$ cat config.mk
export PLATFORM = sky130hd
export DESIGN_NAME = jstk_spi_responder
export DESIGN_NICKNAME = d
export VERILOG_FILES = /design/src/rtl/jstk_pkg.sv /design/src/rtl/sync_edge.sv /design/src/rtl/jstk_spi_responder.sv
export SDC_FILE = /design/constraint.sdc
export NUM_CORES = 1
export LEC_CHECK = 0
export ABC_AREA = 1
export CAP_MARGIN = 20
export CELL_PAD_IN_SITES_DETAIL_PLACEMENT = 1
export CELL_PAD_IN_SITES_GLOBAL_PLACEMENT = 2
export CORE_ASPECT_RATIO = 1.25
export CORE_UTILIZATION = 35
export CTS_CLUSTER_SIZE = 10
export DETAILED_ROUTE_END_ITERATION = 10
export GPL_TIMING_DRIVEN = 0
export PLACE_DENSITY_LB_ADDON = 0.1
export SLEW_MARGIN = 0
export SYNTH_ARGS = -nofsm -noshare
export SYNTH_HDL_FRONTEND = slang
export SYNTH_SLANG_ARGS = --single-unit
$ cat constraint.sdc
create_clock -name clk -period 2.53 [get_ports clk]
set_input_delay 0.506 -clock clk [delete_from_list [all_inputs] [get_ports clk]]
set_output_delay 0.506 -clock clk [all_outputs]
set_load 0.02 [all_outputs]
$ cat src/rtl/jstk_pkg.sv
// rtl/jstk_pkg.sv - shared joystick SPI frame layout and FSM encoding
//
// Shared by the responder (this slice) and the master side. Holds the frame
// length, the position of each report byte within the frame, the responder
// FSM state encoding and a helper that packs a report into frame order.
package jstk_pkg;

    localparam int FRAME_BITS  = 40;
    localparam int BYTE_BITS   = 8;
    localparam int FRAME_BYTES = FRAME_BITS / BYTE_BITS;
    localparam int CNT_W       = 6;

    // Byte positions in transmission order (byte 0 goes out first).
    localparam int BYTE_X_LO = 0;
    localparam int BYTE_X_HI = 1;
    localparam int BYTE_Y_LO = 2;
    localparam int BYTE_Y_HI = 3;
    localparam int BYTE_BTN  = 4;

    typedef enum logic [1:0] {
        ST_IDLE  = 2'd0,
        ST_LOAD  = 2'd1,
        ST_SHIFT = 2'd2,
        ST_DONE  = 2'd3
    } jstk_state_t;

    // Byte k of the frame occupies bits [39-8k -: 8] so that a plain
    // MSB-first left shift emits byte 0 first.
    function automatic logic [FRAME_BITS-1:0] pack_frame(
        input logic [9:0] x,
        input logic [9:0] y,
        input logic [2:0] btn
    );
        logic [FRAME_BITS-1:0] f;
        f = '0;
        f[FRAME_BITS-1-BYTE_X_LO*BYTE_BITS -: BYTE_BITS] = x[7:0];
        f[FRAME_BITS-1-BYTE_X_HI*BYTE_BITS -: BYTE_BITS] = {6'b0, x[9:8]};
        f[FRAME_BITS-1-BYTE_Y_LO*BYTE_BITS -: BYTE_BITS] = y[7:0];
        f[FRAME_BITS-1-BYTE_Y_HI*BYTE_BITS -: BYTE_BITS] = {6'b0, y[9:8]};
        f[FRAME_BITS-1-BYTE_BTN*BYTE_BITS  -: BYTE_BITS] = {5'b0, btn};
        return f;
    endfunction

endpackage

$ cat src/rtl/sync_edge.sv
// rtl/sync_edge.sv - multi-flop input synchronizer with rise/fall detect
//
// Ports:
//   clk, rst   - system clock, synchronous active-high reset
//   din        - asynchronous input
//   level      - synchronized level (output of the last sync flop)
//   rise, fall - one-clk pulses, combinational from level vs. edge-detect flop
// STAGES below 2 is raised to 2; RESET_VAL is the level assumed during reset.
module sync_edge #(
    parameter int   STAGES    = 2,
    parameter logic RESET_VAL = 1'b0
) (
    input  logic clk,
    input  logic rst,
    input  logic din,
    output logic level,
    output logic rise,
    output logic fall
);

    localparam int N = (STAGES < 2) ? 2 : STAGES;

    logic [N-1:0] chain;
    logic         prev;

    always_ff @(posedge clk) begin
        if (rst) begin
            chain <= {N{RESET_VAL}};
            prev  <= RESET_VAL;
        end else begin
            chain <= {chain[N-2:0], din};
            prev  <= chain[N-1];
        end
    end

    assign level = chain[N-1];
    assign rise  = chain[N-1] & ~prev;
    assign fall  = ~chain[N-1] & prev;

endmodule

$ cat src/rtl/jstk_spi_responder.sv
// rtl/jstk_spi_responder.sv - SPI mode-0 slave reporting joystick position
//
// Ports:
//   clk, rst              - 12 MHz system clock, synchronous active-high reset
//   xpos, ypos, buttons   - joystick report, snapshotted at frame start
//   JSTK_SCK/SS/MOSI      - SPI inputs from the master (SS active-low)
//   JSTK_MISO, miso_oe    - SPI data out and its tristate enable
//   led_cmd               - bits [1:0] of the last complete command byte
//   frame_done            - one-clk pulse as each transaction closes
module jstk_spi_responder
    import jstk_pkg::*;
#(
    parameter int SYNC_STAGES = 2
) (
    input  logic       clk,
    input  logic       rst,
    input  logic [9:0] xpos,
    input  logic [9:0] ypos,
    input  logic [2:0] buttons,
    input  logic       JSTK_SCK,
    input  logic       JSTK_SS,
    input  logic       JSTK_MOSI,
    output logic       JSTK_MISO,
    output logic       miso_oe,
    output logic [1:0] led_cmd,
    output logic       frame_done
);

    localparam logic [CNT_W-1:0] CNT_MAX      = CNT_W'(FRAME_BITS);
    localparam logic [CNT_W-1:0] CNT_CMD_LAST = CNT_W'(BYTE_BITS - 1);
    localparam logic [CNT_W-1:0] CNT_ONE_BYTE = CNT_W'(BYTE_BITS);
    localparam logic [7:0]       FLUSH_CYCLES = 8'(SYNC_STAGES + 1);

    logic sck_level, sck_rise, sck_fall;
    logic ss_level,  ss_rise,  ss_fall;
    logic mosi_level, mosi_rise, mosi_fall;

    sync_edge #(.STAGES(SYNC_STAGES), .RESET_VAL(1'b0)) u_sync_sck (
        .clk   (clk),
        .rst   (rst),
        .din   (JSTK_SCK),
        .level (sck_level),
        .rise  (sck_rise),
        .fall  (sck_fall)
    );

    sync_edge #(.STAGES(SYNC_STAGES), .RESET_VAL(1'b1)) u_sync_ss (
        .clk   (clk),
        .rst   (rst),
        .din   (JSTK_SS),
        .level (ss_level),
        .rise  (ss_rise),
        .fall  (ss_fall)
    );

    sync_edge #(.STAGES(SYNC_STAGES), .RESET_VAL(1'b0)) u_sync_mosi (
        .clk   (clk),
        .rst   (rst),
        .din   (JSTK_MOSI),
        .level (mosi_level),
        .rise  (mosi_rise),
        .fall  (mosi_fall)
    );

    logic unused_sync;
    assign unused_sync = ^{sck_level, mosi_rise, mosi_fall};

    // The SS synchronizer resets to "high". If SS is actually low when reset
    // releases, the chain flushing to 0 looks like a falling edge. Frames are
    // only accepted once SS has been seen high after the flush, so a reset
    // mid-frame waits for a genuine new SS fall.
    logic [7:0] flush_cnt;
    logic       armed;

    always_ff @(posedge clk) begin
        if (rst) begin
            flush_cnt <= FLUSH_CYCLES;
            armed     <= 1'b0;
        end else if (flush_cnt != 8'd0) begin
            flush_cnt <= flush_cnt - 8'd1;
        end else if (ss_level) begin
            armed <= 1'b1;
        end
    end

    jstk_state_t state, state_next;

    always_ff @(posedge clk) begin
        if (rst) begin
            state <= ST_IDLE;
        end else begin
            state <= state_next;
        end
    end

    always_comb begin
        state_next = state;
        case (state)
            ST_IDLE:  if (ss_fall && armed) state_next = ST_LOAD;
            // A runt SS pulse can end during LOAD; close the frame directly.
            ST_LOAD:  state_next = ss_rise ? ST_DONE : ST_SHIFT;
            ST_SHIFT: if (ss_rise) state_next = ST_DONE;
            ST_DONE:  state_next = ST_IDLE;
            default:  state_next = ST_IDLE;
        endcase
    end

    logic [FRAME_BITS-1:0] tx;
    logic [FRAME_BITS-1:0] snap;
    logic [BYTE_BITS-1:0]  rx;
    logic [CNT_W-1:0]      bit_cnt;
    logic [1:0]            pending;
    logic                  miso_q;

    assign snap = pack_frame(xpos, ypos, buttons);

    always_ff @(posedge clk) begin
        if (rst) begin
            tx      <= '0;
            rx      <= '0;
            bit_cnt <= '0;
            pending <= 2'b00;
            miso_q  <= 1'b0;
            led_cmd <= 2'b00;
        end else begin
            case (state)
                ST_LOAD: begin
                    // Snapshot once; the report is frozen for the whole frame.
                    tx      <= snap;
                    miso_q  <= snap[FRAME_BITS-1];
                    rx      <= '0;
                    bit_cnt <= '0;
                end
                ST_SHIFT: begin
                    if (!ss_rise) begin
                        if (sck_rise) begin
                            rx <= {rx[BYTE_BITS-2:0], mosi_level};
                            if (bit_cnt < CNT_MAX) begin
                                bit_cnt <= bit_cnt + 1'b1;
                            end
                            // 8th rising edge: rx holds bits 7..1, mosi is bit 0.
                            if (bit_cnt == CNT_CMD_LAST) begin
                                pending <= {rx[0], mosi_level};
                            end
                        end
                        if (sck_fall) begin
                            tx     <= {tx[FRAME_BITS-2:0], 1'b0};
                            miso_q <= tx[FRAME_BITS-2];
                        end
                    end
                end
                ST_DONE: begin
                    if (bit_cnt >= CNT_ONE_BYTE) begin
                        led_cmd <= pending;
                    end
                    miso_q <= 1'b0;
                end
                default: begin
                end
            endcase
        end
    end

    assign miso_oe    = (state == ST_LOAD) || (state == ST_SHIFT);
    assign JSTK_MISO  = miso_q & miso_oe;
    assign frame_done = (state == ST_DONE);

endmodule

==> impl.org, run 1 <==
** Route
- Starting DRT DRC Count :: 62
- In the routed design, unresolved DRC markers number 0.
- After detailed routing, the total wire length is approximately 8000 um.
- Once detail routing completed, the nets flagged for antenna violations numbered 0.
- Dividing the detail-routed wire length by the instance count gives around 13 um.
- In the routed layout, each cell is associated on average with a via count of around 4.7.
- Vias after detailed routing :: about 2900
- Number of detailed-route iterations in the first pass :: 4

** Yosys
- The share of the Yosys chip area taken by registers is between 40% and 50%.
- #FFs+latches synth :: 70
- Number of distinct library cells after synthesis :: 30
- Synthesis warning total :: 0
- After synthesis, the cell types taking the most area are sky130_fd_sc_hd__dfxtp_1, sky130_fd_sc_hd__nand2_1, sky130_fd_sc_hd__nor2_1.
- Number of flops mapped to enable cells by yosys :: 0
- Top FF cell, synth :: sky130_fd_sc_hd__dfxtp_1
- Summed instance area of the synthesized netlist :: between 3000 and 4000 um^2
- Average cell area after synthesis :: 7.227 um^2
- The share of synthesized area in the top cell type comes to between 40% and 50%.
- Cell with the most instances after synthesis :: sky130_fd_sc_hd__nand2_1
- When the netlist entered floorplanning its net count stood at 482.
- The biggest area contributor in the post-synthesis netlist is sky130_fd_sc_hd__dfxtp_1.
- After synthesis, the share of flip-flops with an asynchronous set or reset is 0%.
- Number of instances in the synthesized netlist :: about 450
- Synth top cells by count :: sky130_fd_sc_hd__nand2_1, sky130_fd_sc_hd__dfxtp_1, sky130_fd_sc_hd__nor2_1

** Cells and area
- Total area of multi-input combinational cells :: approximately 1600 um^2
- The repair_antennas step left the layout with diodes totalling 0.
- Fraction of layout cells with a size suffix above 1 :: between 10 and 15%
- FILL cells :: 1129
- The sequential cells in the finished layout cover a total of 1401 um^2.
- Relative area change from synthesis to final layout :: 21.20%
- After the last flow step, the layout net total stands at around 530.

** STA
- Setup repair after global routing left no endpoint under its margin.
- Final Max Slew Viols :: 0
- Final worst clock skew :: 0.008339 ns
- Actual transition at the worst max-transition pin :: 0.5914 ns
- Timing would allow up to 417.2 MHz.
- The worst path in the final design needs a cycle of between 2 and 2.5 ns, including I/O delays and setup.
- Max-Slew Margin vs Limit :: 60.57%
- Setup violations remaining at the end of the flow were counted as 0.
- The count of endpoints failing hold in the final timing report is 0.
- Post-Route Setup TNS :: 0 ns
- After layout, the worst path uses between 90% and 100% of the clock period.

** Clock network
- H-tree Lvls :: 3
- Post-cts hold buffer count :: 0
- The number of gates resized after CTS was 1.
- Buffers added to address setup during post-CTS repair amount to 0.
- Clock tree buffer depth :: 2
- Clock Sinks :: 70
- The later pin in the worst-skew pair is clocked with a latency of between 0.3 and 0.4 ns.
- The root buffer cell chosen for the clock tree is sky130_fd_sc_hd__clkbuf_8.
- Clock transition at the register clock pins on the worst setup and hold paths after CTS :: 0.08 ns
- TritonCTS created 9 clock buffers.
- Clock tree from TritonCTS :: built

** Critical path
- STA puts the critical path data required time at a little over 2 ns.
- Worst Setup SP :: state[0]
- Along the worst path, the maximum fanout reaches 5.
- In this run the critical register-to-register path is launched from state[0].
- Crit start category :: flop
- Crit Path Category :: reg -> out
- Kind of end point of the critical path :: output pin
- Cells on worst reg2reg path :: 11
- Worst path arrival time :: 1.89 ns

** Global routing
- Global routing finished with a remaining overflow of 0.
- Global-route wire length before repair :: 13710 um
- Number of global-route vias before repair :: 2924
- Initial antenna violation count :: 0
- GRT Resource Usage Total :: between 10% and 20%
- Entering global routing, the biggest net connects 13 pins.

** Die
- In this run the vertical extent of the chip is approximately 110 um.
- The die covers about 9600 um^2.
- For this configuration, the core starts out at a cell density of a little over a third.
- Pin placement for this block handled 33 I/O pins.
- The floorplan step set the die width to 87.83 um.
- The total area inside the core boundary comes to 8796 um^2.
- Num rows :: 38

** Power
- P_leak :: 1.668 nW
- Sum of internal, switching and leakage power :: between 4 and 5 mW
- Part of the power in registers :: about a third
- Switching share of power :: just over 40%
- Logic pwr share :: a little over two fifths
- Of the total power, the clock network draws between 20% and 30%.
- Power density over the cells :: 1119 nW/um^2
- The internal power of the cells totals 2.559 mW.
- Switching Power :: 1.812 mW
- Maximum ir drop on the vdd rail :: ~0.46 mV

** Placement
- Summed over all nets, the half-perimeter wirelength after detailed placement is slightly below 6000 um.
- The congestion estimate from routability-driven global placement came to about 0.76.
- Count of buffers from port buffering :: 32

** Hold path
- The tightest min-delay check is of the reg -> reg type.
- Cell depth of the worst min-delay path :: 2
- The worst hold path begins at u_sync_mosi.chain[0].

** Run
- The tool flagged a number of max-cap violations equal to 0.

** Run status
- Outcome :: finished clean
-- metal layers --
metal	wire, um	vias up	global-route usage (%)
li1	-	1493	-
met1	3676	1347	22.60
met2	4059	29	33.17
met3	173	11	3.829
met4	136	0	7.026
met5	0	-	0
-- registers in the layout, summed over array words and instances, names as in the netlist --
register,count
u_sync_sck.chain,2
state,2
u_sync_ss.chain,2
bit_cnt,6
u_sync_mosi.chain,2
miso_q,1
armed,1
u_sync_sck.prev,1
tx,39
flush_cnt,8
rx,1
pending,2
led_cmd,2
u_sync_ss.prev,1
-- final timing paths --
path                     endpoint  slack, ns
max                       miso_oe       0.13
min          u_sync_mosi.chain[1]       0.41
min reg2reg  u_sync_mosi.chain[1]       0.41
max reg2reg                tx[38]       0.62
-- cells by family after synthesis --
kind of cell	synth area share, %
DFF	43.48
xor gates and xnor gates	1.087
and+or+nand+nor	33.77
adders and majority gates	3.106
AOI/OAI and AO/OA	10.25
buffers and inverters	8.307
-- stage by stage --
step           hold WS (ns)  utilization [%]  worst slack [ns]  area [um^2]  cells
4_1_cts              0.4079            44.41            0.1049         3906    614
5_1_grt              0.4342            44.41           0.01669         3906    614
6_report             0.4063            44.41            0.1332         3906    614
3_5_place_dp         0.3969            41.99            0.2657         3694    598
2_1_floorplan        0.3883                -            0.8787         3223    446
3_3_place_gp         0.3886            41.99            0.3189         3694    598
-- power by group through the flow --
stage | clock (mW) | sequential [mW] | combinational [mW]
after global placement | 0 | 1.52 | 1.86
after floorplan | 0 | 1.48 | 1.41
after global routing | 1.09 | 1.54 | 2.13
final | 1.01 | 1.50 | 1.86
after CTS | 1.04 | 1.51 | 1.90
after detailed placement | 0 | 1.53 | 1.89
-- worst max-delay path, cell delays in order, from the launching register on --
cell and delay [ns]:
sky130_fd_sc_hd__dfxtp_1 0.42, sky130_fd_sc_hd__inv_1 0.12, sky130_fd_sc_hd__ha_1 0.38, sky130_fd_sc_hd__clkdlybuf4s50_1 0.62
-- cell usage in the layout, fill, tap and decap left out, types with 10 or more instances in the layout --
| cell type | Yosys | final |
|---|---|---|
| sky130_fd_sc_hd__nand2_1 | 127 | 127 |
| sky130_fd_sc_hd__dfxtp_1 | 70 | 70 |
| sky130_fd_sc_hd__o21ai_0 | 29 | 29 |
| sky130_fd_sc_hd__nor2_1 | 62 | 62 |
| sky130_fd_sc_hd__clkdlybuf4s50_1 | 0 | 31 |
| sky130_fd_sc_hd__a21oi_1 | 28 | 28 |
| sky130_fd_sc_hd__nand3_1 | 20 | 20 |
| sky130_fd_sc_hd__inv_1 | 35 | 35 |
| sky130_fd_sc_hd__nor2_2 | 11 | 11 |
| sky130_fd_sc_hd__nand3_2 | 10 | 10 |
-- cell type report --
type	count	area share, %
inverters	37	3.587
plain buffers	21	3.267
flip-flops and latches	70	35.87
well taps	120	3.844
multi-input cells	318	39.78
repair buffers	32	8.168
clock inverters	6	2.210
clock buffers	10	3.267
(Power assumes the default switching activity.)
==> inputs of run 2 (changes only) <==
- CORE_UTILIZATION: 35 -> 29
- clock period: 2.53 -> 2.2 ns (I/O delays scaled with it)
==> run 2 against run 1 <==
Compared with the run above: wire length increased by 5.7%; combinational power is 16% higher; final area grew 2.0%; die area up 20%; worst setup slack better by 0.021 ns; global-route usage is 2.8 points lower; non-clock buffer count stayed put; sequential power is 17% higher; largest power group unchanged.
==> impl.org, run 2 (same netlist as run 1, synthesis figures left out) <==
** Die
- Core Box Area :: 10720 um^2 (+22%)
- The area enclosed by the die boundary was 11540 um^2 (+20%).
- Effective utilization at floorplan :: 30.07% (-6.6 points)
- DIE HEIGHT :: 119.9 um (+9.7%)
- The horizontal die dimension came to 96.30 um (+9.6%).
- Number of ports placed on the die boundary :: 33 (unchanged)
- The count of standard-cell rows is 42 (+11%).

** Global routing
- Number of global-route vias before repair :: 2929 (+0.17%)
- The first-pass GRT wire length is 14080 um (+2.7%).
- The total track usage came to 16.16% (-2.8 points).
- The number of antenna violations at the first check in global routing came to 0 (unchanged).
- The sum of overflow across all layers after global routing came to 0 (unchanged).
- The maximum number of pins on one net before global-route repair is 12 (-1).

** STA
- Setup repair after global routing left no endpoint under its margin.
- Final count of hold timing violations :: 0 (unchanged)
- The setup TNS was 0 ns (unchanged).
- The count of final max-slew check failures is 0 (unchanged).
- The relative slew slack is 60.59% (about the same).
- The routed design could run at a clock period as short as approximately 2 ns.
- The total of endpoints with negative setup slack in the final report was 0 (unchanged).
- The largest clock skew in the final design came to 0.004865 ns (-0.003474 ns).
- In the finished design, the share of the clock period the worst path needs comes to 93.01%.
- Derived from the worst setup path, the maximum achievable clock frequency is a little under 500 MHz.
- Actual transition at the worst max-transition pin :: 0.5911 ns (-0.0002915 ns)

** Cells and area
- The number of nets in the final layout came to 525 (unchanged).
- Relative area change from synthesis to final layout :: 23.56%
- Register with the most flip-flops :: tx
- The flip-flop count of the largest register, all copies and words added is 39 (unchanged).
- Most frequent cells in the layout :: sky130_fd_sc_hd__nand2_1, sky130_fd_sc_hd__dfxtp_1, sky130_fd_sc_hd__nor2_1, sky130_fd_sc_hd__inv_1, sky130_fd_sc_hd__clkdlybuf4s50_1
- The cell area after layout is 3983 um^2 (+2.0%).
- In the final layout, the registers with the most flip-flops are tx (39), flush_cnt (8), bit_cnt (6).
- Leaving out fill and tap cells, the most frequent cell in the layout is sky130_fd_sc_hd__nand2_1.
- ANT cells :: 0 (unchanged)
- Fraction of layout cells with a size suffix above 1 :: 11.76% (+0.23 points)

** Clock network
- H-tree Lvls :: 3 (unchanged)
- Clk_lat worst skew :: 0.33 ns (-0.02 ns)
- Clock transition at the register clock pins on the worst setup and hold paths after CTS :: 0.06 ns (-0.02 ns)
- The buffer depth of the longest clock path is 2 (unchanged).
- The tree is rooted in a sky130_fd_sc_hd__clkbuf_16.
- Post-CTS repair timing setup buffer count :: 0 (unchanged)
- Post-cts hold buffer count :: 0 (unchanged)
- Clock tree from TritonCTS :: built
- The TritonCTS buffer count was 9 (unchanged).
- Cts repair resizes :: 2 (+1)
- The number of clock sinks was 70 (unchanged).

** Critical path
- The worst register-to-register path begins at state[0].
- STA classifies the critical path startpoint as a flop.
- In this run the critical register-to-register path is captured at tx[2].
- Worst path bufs/invs :: 3 (+1)
- The logic depth of the worst register-to-register path was 8 (-3).
- The worst setup path is captured at an output pin.
- Worst Setup SP :: state[1]
- CP top delay family :: buffers and inverters
- The required time at the worst-slack endpoint came to 1.76 ns (-0.26 ns).
- Slowest cell delay on critical path :: 0.37 ns (-0.25 ns)
- The slowest stage of the critical path belongs to the cell sky130_fd_sc_hd__dfxtp_1.
- Setup slack of the most critical reg-to-reg path :: 0.36 ns (-0.26 ns)
- Critical path depth :: 5 (+2)
- Among the stages of the critical path, the cell type that occurs most often is sky130_fd_sc_hd__inv_1.
- CP endpoint :: JSTK_MISO
- Crit Path Category :: reg -> out
- The highest fanout seen on the critical path is 4 (-1).
- Traced cell by cell, the critical path runs through inv_1, ha_1, nand2_1, inv_1, dlygate4sd2_1.
- Worst path arrival time :: 1.61 ns (-0.28 ns)

** Power
- Switching Power :: 2.138 mW (+18%)
- The switching share of power was 40.72% (-0.73 points).
- Cell Int Power :: 3.112 mW (+22%)
- Clock group share of total power :: 25.7% (+2.7 points)
- Part of the power in registers :: 33.3% (-1.1 points)
- The logic gate share of total power was 41.0% (-1.6 points).
- Maximum ir drop on the vdd rail :: 0.4901 mV (+6.1%)
- The power density over cell area came to 1318 nW/um^2 (+18%).
- The static power due to leakage came to 1.703 nW (+2.1%).
- The total power is 5.250 mW (+20%).

** Route
- The remaining antenna violation count after routing was 0 (unchanged).
- Number of detailed-route iterations in the first pass :: 4 (unchanged)
- The routed wire length came to 8503 um (+5.7%).
- The mean routed wirelength per cell was 13.60 um (+3.8%).
- Vias after detailed routing :: 2871 (-0.31%)
- Starting DRT DRC Count :: 68 (+9.7%)
- Via density per instance :: 4.594 (-2.1%)
- Number of DRC violations after detailed routing :: 0 (unchanged)

** Run status
- Outcome :: finished clean

** Hold path
- Class of the worst hold path :: reg -> reg

** Placement
- The post-place instance area is 3709 um^2 (+0.41%).
- The count of input and output buffers is 32 (unchanged).
- The last weighted congestion value of the routability-driven placer is 0.7592 (-0.62%).
- Half-perimeter wire length after detailed placement :: 6238 um (+5.1%)

** Run
- Number of max-cap violations :: 0 (unchanged)
==> run 2: changes by cell type in the layout (fill, tap and decap cells not counted) <==
cell,previous run,this run
sky130_fd_sc_hd__dfxtp_1,70,69
sky130_fd_sc_hd__dlygate4sd2_1,1,2
sky130_fd_sc_hd__dfxtp_2,0,1
sky130_fd_sc_hd__clkbuf_1,9,8
sky130_fd_sc_hd__bufinv_16,2,0
sky130_fd_sc_hd__clkinv_2,3,4
sky130_fd_sc_hd__clkbuf_8,9,2
sky130_fd_sc_hd__clkdlybuf4s50_1,31,30
sky130_fd_sc_hd__clkinv_4,1,0
sky130_fd_sc_hd__clkbuf_16,0,9
==> run 2: how the worst min path moves through the flow <==
| stage | start | cells after the start | to |
|---|---|---|---|
| final | u_sync_sck.chain[0] | 2 | u_sync_sck.chain[1] |
| after floorplan | u_sync_mosi.chain[0] | 2 | u_sync_mosi.chain[1] |
| after global placement | u_sync_mosi.chain[0] | 2 | u_sync_mosi.chain[1] |
| after global routing | u_sync_sck.chain[0] | 2 | u_sync_sck.chain[1] |
| after CTS | u_sync_mosi.chain[0] | 2 | u_sync_mosi.chain[1] |
| after detailed placement | u_sync_sck.chain[0] | 2 | u_sync_sck.chain[1] |
==> run 2: per-stage QoR <==
step / worst slack, ns / hold slack (ns) / instances / utilization, %
2_1_floorplan: 0.5487 / 0.3883 / 446 / -
3_3_place_gp: 0.05559 / 0.3974 / 610 / 34.59
3_5_place_dp: 0.08039 / 0.3978 / 610 / 34.59
4_1_cts: 0.03759 / 0.4060 / 625 / 37.14
5_1_grt: 0.02689 / 0.4212 / 625 / 37.15
6_report: 0.1537 / 0.4022 / 625 / 37.15
==> run 2: tightest hold or removal path, cell delays in order (launching register included) <==
cell and delay, ns:
sky130_fd_sc_hd__dfxtp_1 0.29, sky130_fd_sc_hd__inv_1 0.04, sky130_fd_sc_hd__nor2_1 0.03
==> run 2: metal layers <==
layer	vias up	routed length (um)	global-route usage, %	part of all wire [%]
met3	9	214	3.802	2.5
met4	0	110	5.239	1.3
li1	1490	-	-	-
met5	-	0	0	0
met1	1343	3945	19.48	46
met2	29	4232	27.79	50
==> run 2: cell type report <==
cell class | count | area [um^2]
inverter | 37 | 140.1
clock inverter | 4 | 22.52
fill | 1372 | 6738
tap | 132 | 165.2
buffer | 21 | 127.6
multi-input combinational | 318 | 1554
timing repair buffer | 32 | 317.8
sequential | 70 | 1403
clock buffer | 11 | 252.7
==> run 2: power by group through the flow <==
stage / Sequential, mW / Combinational, mW / Clock (mW)
after global routing: 1.78 / 2.44 / 1.47
after detailed placement: 1.77 / 2.23 / 0
after CTS: 1.75 / 2.22 / 1.40
after global placement: 1.76 / 2.20 / 0
after floorplan: 1.71 / 1.62 / 0
final: 1.75 / 2.15 / 1.35
